$ cat config.mk
export PLATFORM = sky130hd
export DESIGN_NAME = lab_seq_ctrl
export DESIGN_NICKNAME = d
export VERILOG_FILES = /design/src/rtl/lab_seq_ctrl.sv
export SDC_FILE = /design/constraint.sdc
export NUM_CORES = 1
export LEC_CHECK = 0
export BUFFER_PORTS_ARGS = -buffer_cell sky130_fd_sc_hd__clkbuf_2
export CORE_MARGIN = 1
export CORE_UTILIZATION = 31
export CTS_CLUSTER_DIAMETER = 80
export DETAILED_ROUTE_END_ITERATION = 10
export PLACE_DENSITY = 0.52
export SYNTH_ARGS = -nofsm -noshare
export SYNTH_HDL_FRONTEND = slang
export SYNTH_SLANG_ARGS = --single-unit
$ cat constraint.sdc
create_clock -name clk -period 2.7 [get_ports clk]
set_clock_uncertainty 0.15 [all_clocks]
set_input_delay 0.54 -clock clk [delete_from_list [all_inputs] [get_ports clk]]
set_output_delay 0.54 -clock clk [all_outputs]
set_load 0.02 [all_outputs]
$ cat src/rtl/lab_seq_ctrl.sv
// Stimulus sequencer / result collector for the a/b lab datapath.
// Walks STEPS vectors, holds each HOLD+2 cycles, captures {a,b,y,z,r,s} at the end of each.
`timescale 1ns/1ps
module lab_seq_ctrl #(
  parameter int STEPS = 16,
  parameter int IDX_W = 4,
  parameter int HOLD  = 1
)(
  input  logic             clk,
  input  logic             rst_n,
  input  logic             start,
  input  logic             abort,
  output logic             dut_a,
  output logic             dut_b,
  input  logic             dut_y,
  input  logic             dut_z,
  input  logic             dut_r,
  input  logic             dut_s,
  output logic             busy,
  output logic             done,
  output logic [IDX_W-1:0] vec_idx,
  output logic             cap_valid,
  output logic [5:0]       cap_data,
  output logic [7:0]       z_count
);
  typedef enum logic [1:0] {S_IDLE, S_DRIVE, S_HOLD, S_CAPT} state_t;

  state_t           state, state_nx;
  logic [3:0]       hcnt, hcnt_d;
  logic             a_d, b_d, busy_d, done_d, cv_d;
  logic [5:0]       cd_d;
  logic [IDX_W-1:0] vi_d;
  logic [7:0]       zc_d;
  logic             last;
  logic [1:0]       enc_nx;

  // a/b are the two low index bits; zero-extend so IDX_W=1 yields a=0
  function automatic logic [1:0] enc(input logic [IDX_W-1:0] i);
    logic [8:0] x;
    x = 9'(i);
    return x[1:0];
  endfunction

  assign last   = (int'(vec_idx) == STEPS - 1);
  assign enc_nx = enc(vec_idx + 1'b1);

  always_ff @(posedge clk or negedge rst_n) begin
    if (!rst_n) begin
      state     <= S_IDLE;
      hcnt      <= '0;
      dut_a     <= 1'b0;
      dut_b     <= 1'b0;
      busy      <= 1'b0;
      done      <= 1'b0;
      vec_idx   <= '0;
      cap_valid <= 1'b0;
      cap_data  <= '0;
      z_count   <= '0;
    end else begin
      state     <= state_nx;
      hcnt      <= hcnt_d;
      dut_a     <= a_d;
      dut_b     <= b_d;
      busy      <= busy_d;
      done      <= done_d;
      vec_idx   <= vi_d;
      cap_valid <= cv_d;
      cap_data  <= cd_d;
      z_count   <= zc_d;
    end
  end

  always_comb begin
    state_nx = state;
    if (state != S_IDLE && abort) state_nx = S_IDLE;
    else begin
      case (state)
        S_IDLE:  if (start && !abort) state_nx = S_DRIVE;
        S_DRIVE: state_nx = (HOLD == 0) ? S_CAPT : S_HOLD;
        S_HOLD:  if (hcnt == 4'd0) state_nx = S_CAPT;
        S_CAPT:  state_nx = last ? S_IDLE : S_DRIVE;
        default: state_nx = S_IDLE;
      endcase
    end
  end

  always_comb begin
    hcnt_d = hcnt;
    a_d    = dut_a;
    b_d    = dut_b;
    busy_d = busy;
    done_d = 1'b0;
    cv_d   = 1'b0;
    cd_d   = cap_data;
    vi_d   = vec_idx;
    zc_d   = z_count;
    if (state != S_IDLE && abort) begin
      // capture in flight is dropped; index and z_count are left as they were
      busy_d = 1'b0;
      a_d    = 1'b0;
      b_d    = 1'b0;
    end else begin
      case (state)
        S_IDLE: if (start && !abort) begin
          vi_d   = '0;
          zc_d   = '0;
          busy_d = 1'b1;
          a_d    = 1'b0;
          b_d    = 1'b0;
        end
        S_DRIVE: hcnt_d = 4'(HOLD - 1);
        S_HOLD:  if (hcnt != 4'd0) hcnt_d = hcnt - 4'd1;
        S_CAPT: begin
          cv_d = 1'b1;
          cd_d = {dut_a, dut_b, dut_y, dut_z, dut_r, dut_s};
          if (dut_z && z_count != 8'hff) zc_d = z_count + 8'd1;
          if (last) begin
            done_d = 1'b1;
            busy_d = 1'b0;
            a_d    = 1'b0;
            b_d    = 1'b0;
          end else begin
            vi_d = vec_idx + 1'b1;
            a_d  = enc_nx[1];
            b_d  = enc_nx[0];
          end
        end
        default: ;
      endcase
    end
  end
endmodule

# ---- After elaboration in Yosys (flattened, before gate mapping)
# Cells that the tools add are included.
dict set report totals {
  regBits 29
  input_bits 8
  out_inout_bits 23
  wordCells 73
}
dict set report op_classes {
  addsub 3
  n_eq_ne 12
  n_mux 29
  reduce_logical 18
  n_bitwise 1
}
# cell n
set ops {}
lappend ops {{two-way mux 8 bit} 2}
lappend ops {{one-hot mux 4 bit (2 select lines)} 2}
lappend ops {{one-hot mux 8 bit (2 select lines)} 1}
lappend ops {{two-way mux 1 bit} 14}
lappend ops {{two-way mux 4 bit} 3}
lappend ops {{inequality test 3 bit (second input constant)} 3}
lappend ops {{adder 8 x 1 -> 8 bit (second input constant)} 1}
lappend ops {{inequality test 2 bit (second input constant)} 4}
lappend ops {{inequality test 8 bit (second input constant)} 1}
lappend ops {{one-hot mux 2 bit (4 select lines)} 1}
lappend ops {{AND reduction 4 bit} 2}
lappend ops {{two-way mux 2 bit} 3}
lappend ops {{one-hot mux 1 bit (2 select lines)} 3}
lappend ops {{AND reduction 2 bit} 3}
lappend ops {{AND reduction 3 bit} 2}
lappend ops {{nonzero test 2 bit} 3}
lappend ops {{adder 4 x 1 -> 4 bit (second input constant)} 1}
lappend ops {{== test 2 bit (second input constant)} 2}
lappend ops {{== test 4 x 1 -> 1 bit (second input constant)} 1}
lappend ops {{logical NOT 4 bit} 1}
lappend ops {{nonzero test 4 bit} 1}
lappend ops {{subtractor 4 x 1 -> 4 bit (second input constant)} 1}
lappend ops {{logical AND 1 bit} 3}
lappend ops {{nonzero test 3 bit} 1}
lappend ops {{other kinds (4)} 4}

# ---- Longest topological paths before layout
# Gate-level depths: netlist (run 1).
dict set report logic_depth {
  depth_word 5
  depth_mapped 8
}

# ---- Worst setup path before layout (run 1)
# Ideal clock, no wire load.
dict set report synth_path {
  path_type {register -> register}
  from {reg state[0]}
  to {reg z_count[2]}
  setup_slack_ps 592
  setup_time_ps 124
  t_arrival_ps 1834
  required_time_ps 2426
  n_path_buf 2
  path_stages_with_launch 9
  path_cell_list {dfrtp_1 -> inv_1 -> ha_1 -> buf_2 -> mux2i_1 -> a211o_1 -> or2_1 -> buf_6 -> a211o_1}
}
dict set report synth_between {
  elab_chain_cells 4
}
# item line
set synth_rtl {}
lappend synth_rtl {{start, declared} 28} ;# state_t state, state_nx;
lappend synth_rtl {{start signal, assigned} 60} ;# state <= state_nx;
lappend synth_rtl {{branches (longest 4 deep; another with AND reduction 4 bit)} --}
lappend synth_rtl {{end signal, assigned} 69} ;# z_count <= zc_d;
lappend synth_rtl {{end, declared} 24} ;# output logic [7:0] z_count
# Parallel ways; which one is timed is not known.
# A chain may end at the register's enable or synchronous reset.

# ---- Worst setup path after layout (run 1)
# Same ends and word-level chain as after synthesis.

==> run summary, run 1 <==
The flow ran to the end, and the final reports show no timing, DRC or antenna violations. The clock drives 29 sinks. The cell that appears most often on the critical path is a211o_1.

The HPWL after detailed placement is ~2.4 mm. The die extent in y is 72.3 um. The worst slew margin relative to its limit came out at 0.511. The data required time at the worst endpoint is 2.71 ns. The worst-case setup slack after placement came out at around 0.35 ns. Once detail routing completed, the nets flagged for antenna violations numbered 0. The synthesized design contains 29 register bits. The vias per cell came out at between 5 and 6. The placed instance count is 245.

Port buffering added 30 buffers. The peak ir drop on the vdd network came out at 0.000284 V. In this run the deepest clock path goes through 2 buffers. The CTS buffer count came out at 5.

The biggest area contributor in the post-synthesis netlist is dfrtp_1. The critical path arrival came out at ~2.4 ns. The final setup TNS is 0 ns.

The number of I/O pins came out at 31. The worst-path cell with the longest stage delay is dfrtp_1. The core region area came out at about 0.0048 mm2. The most frequent standard cell in the layout excluding fill and tap cells is clkbuf_2. The total grt overflow came out at 0. The area of the die is around 0.0052 mm2.

The leakage power is 0.000884 uW. The remaining design rule violation count is 0. The maximum level of the CTS H-tree came out at 2. After the first detailed-routing iteration, the DRC count stood at 58. The clock insertion delay at the later pin of the skew report is 0.28 ns.

The setup violation total in the final timing report came out at 0. The final worst setup slack is approximately 0.35 ns. On the worst path, the slowest cell contributes a delay of between 0.4 and 0.5 ns.

The number of endpoints with negative hold slack in the final report was 0. The mapped netlist covers between 0.0015 and 0.002 mm2. The die boundary width came out at between 70 and 80 um.

The share of synthesized area in the top cell type comes to 0.473. In the global route stage, overall resource usage came out at 0.134. The number of buffers and inverters on the critical path is 1. The number of antenna violations at the first check in global routing came out at 0. For this design the ratio of total power to cell area is 819 mW/mm2. The timing-limited maximum frequency is approximately 0.43 GHz.

The number of nets in the layout is 200. From synthesis to final layout, the design area changed by 20.8%. The average cell area after synthesis is around 10 um2. 0 antenna diodes ended up in the layout. The signal on the critical path passes through inv_1 > ha_1 > mux2i_1 > a211o_1 > or2_1 > a211o_1.

Dividing the final minimum period by the clock period gives 0.869. The largest fanout of any net on the critical path came out at 9. At the end of routability-driven placement, the weighted congestion stood at approximately 0.87. The storage element area came out at 726 um2.

The multi-input combinational cells in the finished layout cover a total of around 730 um2. In this run the clock root is driven by a clkbuf_8. The clock input transition at the sequential cells of the worst setup and hold paths came out at roughly 0.06 ns. The number of pins exceeding their max-slew limit in the final report is 0. In this run the worst hold path is classified as primary input to asynchronous set/reset pin.

STA classifies the critical path endpoint as a flip-flop. The number of placement rows came out at 25. Of the cells placed in the final design, the portion with a size suffix greater than 1 is 0.263. The transition time at the pin with the least slew margin came out at 0.733 ns. Across the run, the number of max-cap violations was 0. The share of the Yosys chip area taken by registers is 0.473. The number of nets handed over by synthesis was roughly 170.

The starting utilization of the core area came out at 0.323. The routed wire length is 3.29 mm. Entering global routing, the biggest net connects 30 pins. The post-cts resize count is 0. The critical path in this run is classified as flip-flop to flip-flop. The gate count after technology mapping is 151. The final critical path time including I/O delays and setup is between 2 and 2.5 ns. TritonCTS built the clock tree. The pre-antenna-repair detailed-routing pass consisted of 4 iterations. Excluding fillers, the count of instances in the completed layout stands at approximately 250.

The type of element launching the critical path is a flip-flop. The post-placement cell area came out at between 0.0015 and 0.002 mm2. The Yosys step of the flow raised 0 warnings.

With fillers left out, the area of the finished cells amounts to approximately 0.0019 mm2. The wire length of the first global-routing pass is around 5.4 mm. The number of hold-repair buffers added at the cts stage is 0. The gate family responsible for the most delay along the worst path is compound AO/OA/AOI/OAI gates.

The via count of the routed design came out at ~1300. The post-synthesis cell type count is 34. Setup repair after global routing left no endpoint under its margin. The number of global-route vias before repair is approximately 1200.

The number of buffers added for setup after CTS is 0. Leaving out fill and tap cells, the most frequent cells in the layout are 30 x clkbuf_2, 29 x dfrtp_1, 14 x nand2_1, 14 x o21ai_0, 12 x inv_1. The layout filler cell count is 488. The detailed-route wire length per cell is 13.0 um.

Sorting the synthesized cells by area gives the leading types as dfrtp_1 47%, ha_1 5.7%, o21ai_0 4.6%.
## cell families (layout without fill, tap and decap cells)
group	Yosys count	after routing	synth area share
multiplexers	8	8	0.0571
adder cells (fa/ha/maj)	7	7	0.0571
AND/OR/NAND/NOR	45	45	0.149
AO/OA/AOI/OAI	45	45	0.214
buffers and inverters	17	52	0.0498
flip-flops	29	29	0.473
## layout make-up
type,count,area share
clock buffer,7,0.0520
sequential,29,0.392
inverter,12,0.0243
timing repair buffer,32,0.0891
tap,67,0.0452
clock inverter,1,0.00270
multi-input combinational,105,0.395
## state kept, by name, indices dropped and copies added, names as in the netlist
signal     cells
done           1
hcnt           4
dut_a          1
cap_valid      1
cap_data       6
state          2
vec_idx        4
dut_b          1
z_count        8
busy           1
## cell usage after synthesis
| library cell | count |
|---|---|
| a22oi_1 | 1 |
| nand4_1 | 4 |
| ha_1 | 7 |
| nand2b_1 | 5 |
| o21ai_0 | 14 |
| nand2_1 | 14 |
| buf_6 | 1 |
| a211oi_1 | 1 |
| buf_4 | 1 |
| dfrtp_1 | 29 |
| a32o_1 | 2 |
| o41ai_1 | 2 |
| o211ai_1 | 2 |
| nor3_1 | 2 |
| buf_2 | 1 |
| clkbuf_1 | 2 |
| o31ai_1 | 2 |
| a21oi_1 | 5 |
| o311ai_2 | 2 |
| or4_1 | 1 |
| nand3_1 | 9 |
| o221ai_1 | 2 |
| a22o_1 | 7 |
| a211o_1 | 2 |
| and4_1 | 1 |
| or3b_2 | 1 |
| nor2_1 | 5 |
| mux2i_1 | 2 |
| nand3b_1 | 2 |
| or2_1 | 1 |
| a41oi_1 | 1 |
| inv_1 | 12 |
| mux2_2 | 6 |
| o22ai_1 | 2 |
## routing by layer
metal,GRT usage,wire length (um)
met4,0.0588,31
met1,0.161,1530
met3,0.0361,170
met5,0,0
met2,0.224,1560
## worst register-to-register path: cells and delay by family, from the launching register on
| family | cells | cell delay (ns) |
|---|---|---|
| and+or+nand+nor | 1 | 0.39 |
| DFF | 1 | 0.42 |
| buffers and inverters | 1 | 0.13 |
| adders and majority gates | 1 | 0.33 |
| muxes | 1 | 0.11 |
| AOI/OAI and AO/OA | 2 | 0.71 |
## through the flow
stage / hold slack (ns) / total power (uW) / util
2_1_floorplan: 0.0944 / 973 / -
3_3_place_gp: 0.337 / 1120 / 0.368
3_5_place_dp: 0.350 / 1140 / 0.368
4_1_cts: 0.190 / 1530 / 0.390
5_1_grt: 0.218 / 1620 / 0.390
6_report: 0.169 / 1520 / 0.390
## power breakdown
| part | leakage [uW] | switching [uW] | total [uW] | internal, uW |
|---|---|---|---|---|
| combinational | 0.000439 | 344 | 542 | 198 |
| clock | 0.0000542 | 156 | 386 | 230 |
| sequential | 0.000391 | 70.8 | 589 | 518 |
## path summary, 6_finish.rpt
path / slack (ns) / to / depth (start not counted) / from
max: 0.35 / z_count[2] / 6 / state[0]
min: 0.17 / z_count[6] / 1 / rst_n
max reg2reg: 0.35 / z_count[2] / 6 / state[0]
min reg2reg: 0.36 / cap_data[3] / 1 / cap_data[3]
max in group asynchronous: 1.77 / z_count[1] / 1 / rst_n
min in group clk: 0.35 / cap_data[1] / 2 / dut_r
Power figures use the tool's default switching activity.
==> inputs of run 2 (changes only) <==
Clock period 2.7 ns to 2.46 ns, I/O delays scaled along.
==> run 2 against run 1 <==
Compared with the run above: first-iteration DRC count grew 16%; largest cell class unchanged; count of clock-buffer cells in the layout is the same; fmax grew 5.0%; worst setup slack lost 0.13 ns; global-route usage grew 0.89 points; sequential power grew 9.8%; combinational power grew 12%; die area is the same; non-clock buffer count grew 2; clock power grew 10%; critical endpoint unchanged; total power grew 11%.
==> run summary, run 2 (synthesis gave the netlist of run 1 again) <==
The flow ran to the end, and the final reports show no timing, DRC or antenna violations. The setup violation total in the final timing report came to 0 (unchanged). The cell-internal power came out at 1050 uW (+10%). The data required time at the worst endpoint is 2.48 ns (-0.23 ns).

The transition time at the pin with the least slew margin is 0.744 ns (+0.0107 ns). The total grt overflow came out at 0 (unchanged). The post-route worst hold slack is 0.119 ns (-0.0496 ns). The timing-limited maximum frequency is 0.447 GHz (+5.0%).

The number of pins exceeding their max-slew limit in the final report came out at 0 (unchanged). The global-route total usage across every layer came out at 0.143 (+0.00894). The fraction of the cycle the final worst path needs came out at 0.909 (+0.0392). The share of layout cells above drive strength 1 is 0.271 (+0.00784).

Setup repair after global routing left no endpoint under its margin. The power share of the sequential group was 0.386 (-0.002). The total clock sinks is 29 (unchanged).

The die boundary width is 72.3 um (unchanged). The clock insertion delay at the later pin of the skew report was 0.28 ns (about the same). In the layout the commonest cells are 30 x clkbuf_2, 29 x dfrtp_1, 14 x nand2_1, 14 x o21ai_0, 12 x inv_1. The number of I/O pins is 31 (unchanged). The detailed-route wire length per cell came out at 13.3 um (+2.4%). The wire length of the first global-routing pass came to 5.70 mm (+6.4%).

The area occupied by multi-input gates came out at 732 um2 (unchanged). The count of buffers inserted at the top-level ports came out at 30 (unchanged). The part of the power in combinational logic is 0.361 (+0.004). In the final layout, the registers with the most flip-flops are z_count: 8 flops, cap_data: 6 flops. The post-DP HPWL came to 2.45 mm (+1.4%).

The number of DRC markers in iteration 0 came out at 67 (+16%). The critical path arrival is 2.25 ns (-0.11 ns). The number of global-route vias before repair came to 1301 (+6.9%). The worst setup path is of the flip-flop to flip-flop kind. The switching power summed over all nets is 633 uW (+11%). The final critical path time including I/O delays and setup is 2.24 ns (-0.112 ns). Relative to the synthesized area, the layout overhead comes to 21.8%.

The post-cts resize count is 0 (unchanged). The number of endpoints with negative hold slack in the final report came to 0 (unchanged). The number of antenna violations at the first check in global routing came out at 0 (unchanged).

The maximum level of the CTS H-tree is 2 (unchanged). The switching portion of total power came out at 0.377 (+0.00114). The worst slew margin relative to its limit came out at 0.504 (-0.00715). The residual antenna-violating net count after detailed routing is 0 (unchanged). The pin count of the biggest net entering global routing is 30 (unchanged).

The vias per cell came out at 5.17 (+0.90%). The root buffer cell chosen for the clock tree is clkbuf_8. The routed wire length is 3.40 mm (+3.2%). The layout filler cell count came out at 509 (+4.3%). The final setup TNS came out at 0 ns (unchanged). The max capacitance violation total was 0 (unchanged).

The peak ir drop on the vdd network came out at 0.000250 V (-12%). The last weighted congestion value of the routability-driven placer is 0.774 (-11%). More flip-flops sit in one register than any other, and that register is z_count.

The number of antenna cells inserted came out at 0 (unchanged). The remaining design rule violation count came out at 0 (unchanged). The number of hold-repair buffers added at the cts stage came out at 0 (unchanged). The clock network fraction of design power is 0.254 (about the same). TritonCTS built the clock tree. The number of buffers added for setup after CTS came out at 0 (unchanged). The library cell used most frequently in the layout, excluding fill and tap cells, is clkbuf_2. The storage element area is 726 um2 (unchanged). The largest fanout of any net on the critical path came to 9 (unchanged). The starting utilization of the core area is 0.323 (unchanged). The die extent in y is 72.3 um (unchanged). The core region area came out at 0.00475 mm2 (unchanged).

The via count of the routed design was 1319 (+1.7%). The cell area power density came out at 899 mW/mm2 (+9.8%). The number of placement rows is 25 (unchanged). The leakage power came out at 0.000894 uW (+1.1%).

The number of buffers on the longest clock path is 2 (unchanged). The type of the most critical hold path is primary input to asynchronous set/reset pin. STA classifies the critical path startpoint as a flip-flop. The number of detailed-route iterations in the first pass is 4 (unchanged).

The number of nets in the layout is 202 (+1.0%). The clock input transition at the sequential cells of the worst setup and hold paths is 0.06 ns (about the same). The CTS buffer count came out at 5 (unchanged). The area of the die came out at 0.00523 mm2 (unchanged). The flip-flop count of the largest register after layout is 8 (unchanged).

The endpoint kind of the worst setup timing path is a flip-flop.
[run 2: final cells by class]
| class | instances | share of cell area |
|---|---|---|
| well taps | 67 | 0.0449 |
| clock inverters | 1 | 0.00268 |
| inverters | 12 | 0.0241 |
| flip-flops and latches | 29 | 0.388 |
| multi-input cells | 105 | 0.392 |
| clock buffers | 7 | 0.0516 |
| repair buffers | 34 | 0.0965 |
[run 2: metal layers]
metal | GRT usage | vias to the layer above | wire, um
met3 | 0.0486 | 6 | 157
met1 | 0.161 | 642 | 1480
met4 | 0.0566 | 0 | 36
met5 | 0 | - | 0
met2 | 0.247 | 37 | 1720
li1 | - | 634 | -
[run 2: critical path: stages, from the launching register on]
cell	delay (ns)
dfrtp_1	0.42
inv_1	0.13
ha_1	0.33
mux2i_1	0.12
a211o_1	0.29
or2_1	0.35
a211o_1	0.33
[run 2: metrics by stage]
step	cells	total power [uW]	setup slack [ns]	utilization	instance area, um2
floorplan	151	1070	0.352	-	1530
global placement	247	1230	0.334	0.372	1770
detailed placement	247	1270	0.218	0.372	1770
CTS	255	1700	0.197	0.393	1870
global route	255	1800	0.0862	0.393	1870
finish	255	1680	0.225	0.393	1870
[run 2: worst paths after layout]
check,startpoint,to,slack [ns],depth (start not counted)
max in group asynchronous,rst_n,z_count[0],1.57,1
worst min register to register,cap_data[4],cap_data[4],0.36,1
min in group clk,dut_y,cap_data[3],0.30,2
worst min-delay path,rst_n,cap_valid,0.12,1
worst max-delay path,state[0],z_count[2],0.22,6
worst max register to register,state[0],z_count[2],0.22,6
[run 2: power by group through the flow]
stage / clock [uW] / combinational [uW] / sequential (uW)
6_report: 426 / 605 / 647
5_1_grt: 471 / 665 / 659
4_1_cts: 439 / 613 / 648
3_5_place_dp: 0 / 611 / 657
3_3_place_gp: 0 / 586 / 646
2_1_floorplan: 0 / 330 / 738
==> inputs of run 3 (changes only) <==
Settings changed: CTS_CLUSTER_DIAMETER 80 to unset, MAX_ROUTING_LAYER set to met4.
==> run 3 against run 2 <==
Compared with the run above: worst setup slack got worse by 0.013 ns; fmax fell by 0.57%; via count rose by 1.1%; total power rose by 0.26%; count of clock-buffer cells in the layout did not move; cell count did not move; wire length rose by 0.41%; clock power barely moved; core utilization did not move; sequential power barely moved; non-clock buffer count did not move; largest cell class unchanged; largest power group unchanged; highest routed layer unchanged.
==> run summary, run 3 (synthesis gave the netlist of run 1 again) <==
The flow ran to the end, and the final reports show no timing, DRC or antenna violations. The number of antenna cells inserted is 0 (unchanged). The data required time at the worst endpoint came out at 2.48 ns (about the same).

The peak ir drop on the vdd network was 0.000250 V (about the same). The via count of the routed design was 1333 (+1.1%). The count of buffers inserted at the top-level ports was 30 (unchanged). The number of detailed-route iterations in the first pass is 4 (unchanged).

The number of pins exceeding their max-slew limit in the final report came to 0 (unchanged). The worst setup path is launched from a flip-flop. The die boundary width is 72.3 um (unchanged). The area of the die is 0.00523 mm2 (unchanged). The flip-flop count of the largest register after layout came out at 8 (unchanged). The setup path with the least slack is of type flip-flop to flip-flop. The post-DP HPWL is 2.45 mm (unchanged). The number of I/O pins is 31 (unchanged). The leakage power is 0.000894 uW (unchanged). The number of endpoints with negative hold slack in the final report is 0 (unchanged).

The max capacitance violation total came to 0 (unchanged). The clock input transition at the sequential cells of the worst setup and hold paths was 0.06 ns (about the same). The starting utilization of the core area came out at 0.323 (unchanged).

In this run the clock root is driven by a clkbuf_8. The last weighted congestion value of the routability-driven placer is 0.785 (+1.4%). TritonCTS built the clock tree.

The die extent in y came out at 72.3 um (unchanged). The number of DRC markers in iteration 0 came out at 70 (+4.5%). The largest fanout of any net on the critical path came out at 9 (unchanged).

The number of buffers on the longest clock path came out at 2 (unchanged). The number of global-route vias before repair is 1301 (unchanged). The cell area power density came out at 901 mW/mm2 (+0.26%). The number of cells on the worst reg-to-reg path was 6 (unchanged). The worst slew margin relative to its limit is 0.503 (-0.00112). Setup repair after global routing left no endpoint under its margin. The vias per cell is 5.23 (+1.1%). The global-route total usage across every layer was 0.147 (+0.00430). The total clock sinks came out at 29 (unchanged). The post-cts resize count came out at 0 (unchanged). Leaving out fill and tap cells, the most frequent cells in the layout are 30 x clkbuf_2, 29 x dfrtp_1, 14 x nand2_1, 14 x o21ai_0, 12 x inv_1. The critical path arrival came out at 2.27 ns (+0.02 ns). The number of nets in the layout came out at 202 (unchanged). The number of hold-repair buffers added at the cts stage came to 0 (unchanged). The number of buffers added for setup after CTS came out at 0 (unchanged).

The pin count of the biggest net entering global routing is 30 (unchanged). The overall power after layout came out at 1680 uW (+0.26%). In this run the worst hold path is classified as primary input to asynchronous set/reset pin.

The final non-filler cell total is 255 (unchanged). The number of antenna violations at the first check in global routing is 0 (unchanged). The maximum cell stage delay along the critical path was 0.42 ns (about the same).

The transition time at the pin with the least slew margin came out at 0.746 ns (+0.00168 ns). The routed wire length is 3.41 mm (+0.41%). The detailed-route wire length per cell is 13.4 um (+0.41%). The final critical path time including I/O delays and setup came out at 2.25 ns (+0.0128 ns). The final worst setup slack is 0.212 ns (-0.0128 ns).

The setup violation total in the final timing report came out at 0 (unchanged). The relative area change from synthesis to final layout is 21.8% (unchanged). The final setup TNS is 0 ns (unchanged).

The total grt overflow came out at 0 (unchanged). The worst-case setup slack after placement came out at 0.218 ns (unchanged). The timing-limited maximum frequency came to 0.445 GHz (-0.57%). The CTS buffer count came out at 5 (unchanged). The fraction of the cycle the final worst path needs came out at 0.914 (+0.00520).

The maximum level of the CTS H-tree came out at 2 (unchanged). The critical path goes through inv_1 > ha_1 > mux2i_1 > a211o_1 > or2_1 > a211o_1. The share of layout cells above drive strength 1 is 0.271 (unchanged). The most frequent standard cell in the layout excluding fill and tap cells is clkbuf_2. The number of placement rows came out at 25 (unchanged). The post-route worst hold slack is 0.117 ns (-0.00215 ns).

The residual antenna-violating net count after detailed routing is 0 (unchanged). The clock insertion delay at the later pin of the skew report came out at 0.28 ns (about the same). The core region area is 0.00475 mm2 (unchanged). The most numerous cell type found on the critical path is a211o_1. The worst-path cell with the longest stage delay is dfrtp_1. The placed instance count is 247 (unchanged). The remaining design rule violation count is 0 (unchanged). The wire length of the first global-routing pass came out at 5.70 mm (unchanged).

The largest registers in the layout are z_count: 8 flops, cap_data: 6 flops. STA classifies the critical path endpoint as a flip-flop. The register with the most flip-flops is z_count.
run 3: cell counts in the layout (fill, tap and decap cells not counted):
No cell type changed its count.
run 3: layer usage:
metal  track usage  part of all wire
met3        0.0472             0.048
met1         0.162              0.44
met5             -                 0
met4        0.0566             0.016
met2         0.247              0.50
run 3: per-stage QoR:
stage	util	instance area, um2
6_report	0.393	1870
5_1_grt	0.393	1870
4_1_cts	0.393	1870
3_5_place_dp	0.372	1770
3_3_place_gp	0.372	1770
2_1_floorplan	-	1530
run 3: worst max-delay path: cells and delay by family, from the launching register on:
kind            cells  cell delay [ns]
simple gates        1             0.35
buf+inv             1             0.13
compound gates      2             0.62
fa+ha+maj           1             0.34
mux                 1             0.13
flops               1             0.42
run 3: final cells by class:
| type | instances | area (um2) |
|---|---|---|
| Multi-Input combinational cell | 105 | 732 |
| Clock buffer | 7 | 96.3 |
| Fill cell | 509 | 2890 |
| Timing Repair Buffer | 34 | 180 |
| Clock inverter | 1 | 5.00 |
| Sequential cell | 29 | 726 |
| Inverter | 12 | 45.0 |
| Tap cell | 67 | 83.8 |
run 3: final timing paths:
kind | from | endpoint | slack, ns
setup / recovery | state[0] | z_count[2] | 0.21
hold / removal | rst_n | cap_data[4] | 0.12
setup reg to reg | state[0] | z_count[2] | 0.21
hold reg to reg | cap_data[4] | cap_data[4] | 0.36
max in group asynchronous | rst_n | z_count[0] | 1.57
min in group clk | dut_y | cap_data[3] | 0.30
run 3: power breakdown:
group / leakage, uW / total, uW / internal, uW / switching (uW)
Combinational: 0.000449 / 607 / 225 / 383
Sequential: 0.000391 / 647 / 569 / 78.7
Clock: 0.0000542 / 428 / 252 / 176
